File: config.mk
export PLATFORM = sky130hd
export DESIGN_NAME = bias_weight_table_pipe
export DESIGN_NICKNAME = d
export VERILOG_FILES = /design/src/rtl/bias_pkg.sv /design/src/rtl/bias_inflight_fifo.sv /design/src/rtl/bias_weight_table_pipe.sv
export SDC_FILE = /design/constraint.sdc
export NUM_CORES = 2
export LEC_CHECK = 0
export BUFFER_PORTS_ARGS = -buffer_cell sky130_fd_sc_hd__buf_4
export CAP_MARGIN = 15
export CORE_AREA = 2 2 536 592
export CTS_CLUSTER_SIZE = 16
export DETAILED_ROUTE_END_ITERATION = 10
export DIE_AREA = 0 0 538 594
export MAX_ROUTING_LAYER = met4
export SETUP_SLACK_MARGIN = 0.02
export SLEW_MARGIN = 20
export SYNTH_ARGS = -nofsm -noshare
export SYNTH_HDL_FRONTEND = slang
export SYNTH_SLANG_ARGS = --single-unit
export TNS_END_PERCENT = 1
File: constraint.sdc
create_clock -name clk -period 44.1 [get_ports clk]
set_clock_uncertainty 0.15 [all_clocks]
set_input_delay 4.41 -clock clk [delete_from_list [all_inputs] [get_ports clk]]
set_output_delay 4.41 -clock clk [all_outputs]
set_load 0.02 [all_outputs]
File: src/rtl/bias_pkg.sv
// Shared types and saturating helpers for the bias weight table.
// Weight width is fixed here so every file agrees on weight_t.
package bias_pkg;

    localparam int WEIGHT_W = 2;

    typedef logic signed [WEIGHT_W-1:0] weight_t;

    localparam weight_t WMAX = {1'b0, {(WEIGHT_W-1){1'b1}}};
    localparam weight_t WMIN = {1'b1, {(WEIGHT_W-1){1'b0}}};
    localparam weight_t WONE = {{(WEIGHT_W-1){1'b0}}, 1'b1};

    typedef enum logic [0:0] {
        INIT = 1'b0,
        RUN  = 1'b1
    } fsm_e;

    function automatic weight_t sat_inc(input weight_t w);
        weight_t r;
        if (w == WMAX) begin
            r = WMAX;
        end else begin
            r = w + WONE;
        end
        return r;
    endfunction

    function automatic weight_t sat_dec(input weight_t w);
        weight_t r;
        if (w == WMIN) begin
            r = WMIN;
        end else begin
            r = w - WONE;
        end
        return r;
    endfunction

endpackage

File: src/rtl/bias_inflight_fifo.sv
// Ordered queue of in-flight predictions: {table index, weight seen at lookup}.
// Clear has priority over push and pop in the same cycle.
module bias_inflight_fifo
    import bias_pkg::*;
#(
    parameter int INFLIGHT = 4,
    parameter int IDX_W    = 10,
    parameter int PTR_W    = $clog2(INFLIGHT),
    parameter int CNT_W    = $clog2(INFLIGHT) + 32'sd1
) (
    input  logic             clk,
    input  logic             rst_n,
    input  logic             push_i,
    input  logic [IDX_W-1:0] push_idx_i,
    input  weight_t          push_w_i,
    input  logic             pop_i,
    input  logic             clear_i,
    output logic [IDX_W-1:0] head_idx_o,
    output weight_t          head_w_o,
    output logic [CNT_W-1:0] count_o,
    output logic             full_o,
    output logic             empty_o
);

    localparam logic [PTR_W-1:0] PTR_ONE = {{(PTR_W-1){1'b0}}, 1'b1};
    localparam logic [CNT_W-1:0] CNT_ONE = {{(CNT_W-1){1'b0}}, 1'b1};

    logic [IDX_W-1:0] idx_q [INFLIGHT];
    weight_t          w_q   [INFLIGHT];
    logic [PTR_W-1:0] wr_ptr_q, wr_ptr_d;
    logic [PTR_W-1:0] rd_ptr_q, rd_ptr_d;
    logic [CNT_W-1:0] cnt_q, cnt_d;
    logic             do_push_s;
    logic             do_pop_s;

    assign full_o     = (cnt_q == CNT_W'(INFLIGHT));
    assign empty_o    = (cnt_q == '0);
    assign count_o    = cnt_q;
    assign head_idx_o = idx_q[rd_ptr_q];
    assign head_w_o   = w_q[rd_ptr_q];

    // Pointer and occupancy next-state
    always_comb begin
        do_push_s = push_i && !full_o;
        do_pop_s  = pop_i && !empty_o;
        wr_ptr_d  = wr_ptr_q;
        rd_ptr_d  = rd_ptr_q;
        cnt_d     = cnt_q;
        if (clear_i) begin
            wr_ptr_d = '0;
            rd_ptr_d = '0;
            cnt_d    = '0;
        end else begin
            if (do_push_s) begin
                wr_ptr_d = wr_ptr_q + PTR_ONE;
            end else begin
                wr_ptr_d = wr_ptr_q;
            end
            if (do_pop_s) begin
                rd_ptr_d = rd_ptr_q + PTR_ONE;
            end else begin
                rd_ptr_d = rd_ptr_q;
            end
            case ({do_push_s, do_pop_s})
                2'b10:   cnt_d = cnt_q + CNT_ONE;
                2'b01:   cnt_d = cnt_q - CNT_ONE;
                default: cnt_d = cnt_q;
            endcase
        end
    end

    // Pointer and occupancy registers
    always_ff @(posedge clk or negedge rst_n) begin
        if (!rst_n) begin
            wr_ptr_q <= '0;
            rd_ptr_q <= '0;
            cnt_q    <= '0;
        end else begin
            wr_ptr_q <= wr_ptr_d;
            rd_ptr_q <= rd_ptr_d;
            cnt_q    <= cnt_d;
        end
    end

    // Entry storage, written at the tail on an accepted push
    always_ff @(posedge clk or negedge rst_n) begin
        if (!rst_n) begin
            for (int i = 0; i < INFLIGHT; i++) begin
                idx_q[i] <= '0;
                w_q[i]   <= '0;
            end
        end else if (do_push_s && !clear_i) begin
            idx_q[wr_ptr_q] <= push_idx_i;
            w_q[wr_ptr_q]   <= push_w_i;
        end
    end

endmodule

File: src/rtl/bias_weight_table_pipe.sv
// Bias weight table: reset-time clear sweep, one-cycle lookup, in-flight queue, saturating training.
// Optional macro BIAS_BYPASS_EN forwards a same-cycle training result to a colliding lookup.
module bias_weight_table_pipe
    import bias_pkg::*;
#(
    parameter int DEPTH    = 1024,
    parameter int IDX_W    = $clog2(DEPTH),
    parameter int INFLIGHT = 4
) (
    input  logic                clk,
    input  logic                rst_n,
    input  logic                pred_valid,
    input  logic [IDX_W-1:0]    pred_index,
    output logic                pred_ready,
    output logic                wt_valid,
    output logic [WEIGHT_W-1:0] pred_weight,
    output logic                pred_taken,
    input  logic                res_valid,
    input  logic                res_taken,
    input  logic                flush,
    output logic                res_err,
    output logic                busy_init
);

    localparam int               CNT_W    = $clog2(INFLIGHT) + 32'sd1;
    localparam logic [IDX_W-1:0] LAST_IDX = {IDX_W{1'b1}};
    localparam logic [IDX_W-1:0] IDX_ONE  = {{(IDX_W-1){1'b0}}, 1'b1};

    weight_t          table_q [DEPTH];
    fsm_e             state_q, state_d;
    logic [IDX_W-1:0] clr_ptr_q, clr_ptr_d;
    logic             wt_valid_q, wt_valid_d;
    weight_t          pred_weight_q, pred_weight_d;
    logic             pred_taken_q, pred_taken_d;
    logic             res_err_q, res_err_d;
    logic             busy_init_q, busy_init_d;

    logic             run_s;
    logic             accept_s;
    logic             push_s;
    logic             resolve_s;
    weight_t          upd_w_s;
    weight_t          lookup_w_s;
    logic             tbl_we_s;
    logic [IDX_W-1:0] tbl_widx_s;
    weight_t          tbl_wdata_s;

    logic [IDX_W-1:0] head_idx_s;
    weight_t          head_w_s;
    logic [CNT_W-1:0] fifo_count_s;
    logic             fifo_full_s;
    logic             fifo_empty_s;

    bias_inflight_fifo #(
        .INFLIGHT (INFLIGHT),
        .IDX_W    (IDX_W)
    ) u_fifo (
        .clk        (clk),
        .rst_n      (rst_n),
        .push_i     (push_s),
        .push_idx_i (pred_index),
        .push_w_i   (lookup_w_s),
        .pop_i      (resolve_s),
        .clear_i    (flush),
        .head_idx_o (head_idx_s),
        .head_w_o   (head_w_s),
        .count_o    (fifo_count_s),
        .full_o     (fifo_full_s),
        .empty_o    (fifo_empty_s)
    );

    // Handshake and training decode; no pop credit is given to a same-cycle lookup
    always_comb begin
        run_s      = (state_q == RUN);
        pred_ready = run_s && !flush && (fifo_count_s < CNT_W'(INFLIGHT));
        accept_s   = pred_valid && pred_ready;
        push_s     = accept_s && !fifo_full_s;
        resolve_s  = run_s && res_valid && !fifo_empty_s;
        if (res_taken) begin
            upd_w_s = sat_inc(head_w_s);
        end else begin
            upd_w_s = sat_dec(head_w_s);
        end
    end

    // Lookup value: stored weight, or the same-cycle training result when bypass is built in
    always_comb begin
        lookup_w_s = table_q[pred_index];
`ifdef BIAS_BYPASS_EN
        if (resolve_s && (head_idx_s == pred_index)) begin
            lookup_w_s = upd_w_s;
        end else begin
            lookup_w_s = table_q[pred_index];
        end
`endif
    end

    // Single table write port: clear sweep during INIT, training writes during RUN
    always_comb begin
        tbl_we_s    = 1'b0;
        tbl_widx_s  = clr_ptr_q;
        tbl_wdata_s = '0;
        if (state_q == INIT) begin
            tbl_we_s    = 1'b1;
            tbl_widx_s  = clr_ptr_q;
            tbl_wdata_s = '0;
        end else begin
            tbl_we_s    = resolve_s;
            tbl_widx_s  = head_idx_s;
            tbl_wdata_s = upd_w_s;
        end
    end

    // FSM next-state: sweep every entry once, then run
    always_comb begin
        state_d   = state_q;
        clr_ptr_d = clr_ptr_q;
        case (state_q)
            INIT: begin
                clr_ptr_d = clr_ptr_q + IDX_ONE;
                if (clr_ptr_q == LAST_IDX) begin
                    state_d = RUN;
                end else begin
                    state_d = INIT;
                end
            end
            RUN: begin
                state_d   = RUN;
                clr_ptr_d = clr_ptr_q;
            end
            default: begin
                state_d   = INIT;
                clr_ptr_d = '0;
            end
        endcase
    end

    // Output next-state; the weight and hint hold between accepts
    always_comb begin
        wt_valid_d    = accept_s;
        pred_weight_d = pred_weight_q;
        pred_taken_d  = pred_taken_q;
        if (accept_s) begin
            pred_weight_d = lookup_w_s;
            pred_taken_d  = !lookup_w_s[WEIGHT_W-1];
        end else begin
            pred_weight_d = pred_weight_q;
            pred_taken_d  = pred_taken_q;
        end
        res_err_d   = run_s && res_valid && fifo_empty_s;
        busy_init_d = (state_q == INIT);
    end

    // Control and output registers
    always_ff @(posedge clk or negedge rst_n) begin
        if (!rst_n) begin
            state_q       <= INIT;
            clr_ptr_q     <= '0;
            wt_valid_q    <= 1'b0;
            pred_weight_q <= '0;
            pred_taken_q  <= 1'b0;
            res_err_q     <= 1'b0;
            busy_init_q   <= 1'b1;
        end else begin
            state_q       <= state_d;
            clr_ptr_q     <= clr_ptr_d;
            wt_valid_q    <= wt_valid_d;
            pred_weight_q <= pred_weight_d;
            pred_taken_q  <= pred_taken_d;
            res_err_q     <= res_err_d;
            busy_init_q   <= busy_init_d;
        end
    end

    // Weight storage; contents are defined by the INIT sweep rather than by reset
    always_ff @(posedge clk) begin
        if (tbl_we_s) begin
            table_q[tbl_widx_s] <= tbl_wdata_s;
        end
    end

    assign wt_valid    = wt_valid_q;
    assign pred_weight = pred_weight_q;
    assign pred_taken  = pred_taken_q;
    assign res_err     = res_err_q;
    assign busy_init   = busy_init_q;

endmodule
==> impl_results.md <==
- Status: finished clean
- Syn nets: 5246
- Flop pwr share: 53.4%
- Synth Flop Type: edfxtp_1
- Static Leak: 27.5 nW
- Clock Latency Late Sink: 0.88 ns
- Via density: 5.30
- Crit path kind: input port to primary output
- Die area: 0.320 mm^2
- Worst hold path type: flop to flop
- Die height: 594 um
- DRC: 0
- CTS buffer count: 210
- Net count, final: 5189
- Vias: 50.3k
- Share of cells above drive strength 1: 17.6%
- Initial DRC count: 7436
- Post-Synthesis Cell Area: 0.0874 mm^2
- Worst path cell trace: buf_4, nor3_1, buf_4
- DR WL/cell: 28.6 um
- CTS tree: done
- Core ar.: 0.314 mm^2
- MaxCap Viol Count: 0
- Total Neg Setup Slack: 0 ns
- Net Switching: 0.881 mW
- Post-detailed-route count of antenna-violating nets: 0
- Cts hold-fix bufs: 0
- Final Slew Violations: 0
- H-tree Lvls: 4
- Vias in the first global route: 49.9k
- Total track usage: 17.1%
- Fill count: 30.3k
- RSZ-0062 raised after global routing: false
- Final clock period utilization by the worst path: 21.7%
- DPL Wire Length: 158000 um
- Slowest CP cell: nor3_1
- Yosys warnings: 0
- Kind of end point of the critical path: primary output
- Worst slew pin tran: 1.29 ns
- Critical Path AT: 4.99 ns
- First-pass GRT wire length: 380000 um
- Post-CTS Resized: 0
- Int Pwr: 3.19 mW
- Yosys reg bits: 2120
- P&R area growth vs syn: 12.7%
- FP Rows: 216
- Clock transition at path regs: 0.05 ns
- Initial antenna violation count: 16
- Setup bufs post-CTS: 0
- Worst path required time: 39.54 ns
- Sw Ratio: 21.6%
- Max Clk Rate: 0.105 GHz
- Crit Path Max Fanout: 8
- Most prevalent standard cell on the critical path: buf_4
- Gpl congestion: 0.885
- Hold Fails Final Rpt: 0
- Combinational share of power: 3.5%
- Avg Cell Area, Syn: 16.7 um^2
- Largest net degree at the start of global routing: 248
- Initial DRT Pass Iterations: 6
- Post-Syn Instances: 5224
- Crit path largest cell delay: 0.25 ns
- CTS Root Cell: clkbuf_16
- Effective utilization at floorplan: 27.9%
- Post-synth EDFFs: 2048
- IO Pins: 23
- Asr flop ratio synth: 3.40%
- Power share of the clock group: 43.1%
- Commonest non-fill, non-tap cell in the layout: edfxtp_1
- Normalized max-slew margin: 13.7%
- Netlist cell types: 76
- Die Span X: 538 um
- Power Density: 41.3 mW/mm^2
- Final cell count without fillers: 9502
- Port Buffer Count: 22
- Final WL: 272000 um
- Clk sink count: 2120
- DP Cell Count: 9094
- Commonest cells after routing, fill and taps aside: edfxtp_1, nor2_1, mux4_2, mux2i_1, clkbuf_16
- Fin crit period: 9.55 ns
- Final setup fails: 0
- CTS Buffer Depth: 3
- Worst vdd ir: 47.9 uV
- Worst setup SP type: input port
- Seq/Total Area, Yosys: 72.4%
- Gr ovfl total: 0
-- per-stage QoR --
| step | area, um^2 | hold slack (ns) | setup slack, ns | util, % | power, mW |
|---|---|---|---|---|---|
| after floorplan | 87400 | 0.293 | 6.51 | - | 2.31 |
| after global placement | 91700 | 0.306 | 33.98 | 29.3 | 2.36 |
| after detailed placement | 91700 | 0.314 | 33.97 | 29.3 | 2.36 |
| after CTS | 98400 | 0.328 | 34.53 | 31.4 | 4.09 |
| after global routing | 98600 | 0.345 | 34.47 | 31.4 | 4.17 |
| final | 98600 | 0.323 | 34.55 | 31.4 | 4.07 |
-- cells in the mapped netlist (all sizes together) (5+ instances only) --
library cell,count,area [um^2]
edfxtp,2048,61500
dfrtp,71,1780
nand2b,14,87.6
inv,17,63.8
nand4,24,150
a221oi,33,289
o211ai,6,45.0
o22ai,58,363
o311ai,5,43.8
o221ai,51,447
clkbuf,196,739
nand2,207,777
nor4,10,62.6
a21oi,53,265
nand3,83,415
mux4,428,9740
xnor2,12,105
mux2i,216,2160
nor2,1093,4110
o31ai,15,113
or3b,5,43.8
nor2b,25,156
nor3,37,185
a2111oi,5,50.0
o21ai,65,329
mux2,18,203
a31oi,12,75.1
a211oi,15,113
a22oi,106,796
ha,5,62.6
and2,11,68.8
buf,222,1560
-- worst max-delay path: cells and delay by family --
family        cells  cell delay (ns)
simple gates      1             0.25
buf+inv           2             0.33
-- routing by layer --
metal	track usage, %	up-vias	share of wire [%]
met3	3.60	602	10
met4	7.71	0	5.0
met5	-	-	0
met2	26.6	2962	47
li1	-	20300	-
met1	21.4	26400	37
-- sequential cells by signal (all words and copies together), names as in the netlist, 2 cells and up --
| signal | flops |
|---|---|
| u_fifo.idx_q | 40 |
| u_fifo.rd_ptr_q | 2 |
| clr_ptr_q | 10 |
| pred_weight | 2 |
| table_q | 2048 |
| u_fifo.wr_ptr_q | 2 |
| u_fifo.count_o | 3 |
| u_fifo.w_q | 8 |
-- area by class of cell --
cell class / instances / area [um^2] / share of cell area, %
Sequential cell: 2120 / 63300 / 64.2
Antenna cell: 12 / 30.0 / 0.0305
Clock buffer: 264 / 5460 / 5.54
Clock inverter: 129 / 1230 / 1.25
Timing Repair Buffer: 149 / 1300 / 1.32
Inverter: 17 / 63.8 / 0.0647
Tap cell: 4142 / 5180 / 5.26
Multi-Input combinational cell: 2669 / 22000 / 22.3
-- power groups by stage --
stage	Sequential (mW)	Clock [mW]	Combinational, mW
detailed placement	2.22	0	0.140
global placement	2.22	0	0.140
global route	2.17	1.85	0.145
finish	2.17	1.75	0.142
floorplan	2.22	0	0.0900
CTS	2.17	1.77	0.141
-- worst paths after layout --
kind / from / to / slack [ns] / cells after the start
hold reg to reg: u_fifo.idx_q[3] / u_fifo.idx_q[3] / 0.32 / 2
setup / recovery: flush / pred_ready / 34.55 / 3
hold / removal: u_fifo.idx_q[3] / u_fifo.idx_q[3] / 0.32 / 2
setup reg to reg: u_fifo.rd_ptr_q[0] / table_q[392][1] / 38.74 / 8
min in group asynchronous: rst_n / u_fifo.idx_q[7] / 3.54 / 1
max in group asynchronous: rst_n / u_fifo.idx_q[13] / 39.59 / 1
-- kinds of logic after synthesis --
family	Yosys count	share of synthesized area (%)
adder cells (fa/ha/maj)	7	0.106
AND/OR/NAND/NOR	1530	7.10
buffers and inverters	435	2.71
flip-flops	2120	72.4
AO/OA/AOI/OAI	456	3.70
multiplexers	662	13.8
XOR/XNOR	14	0.140
No activity file was read; power rests on OpenSTA's default activity.
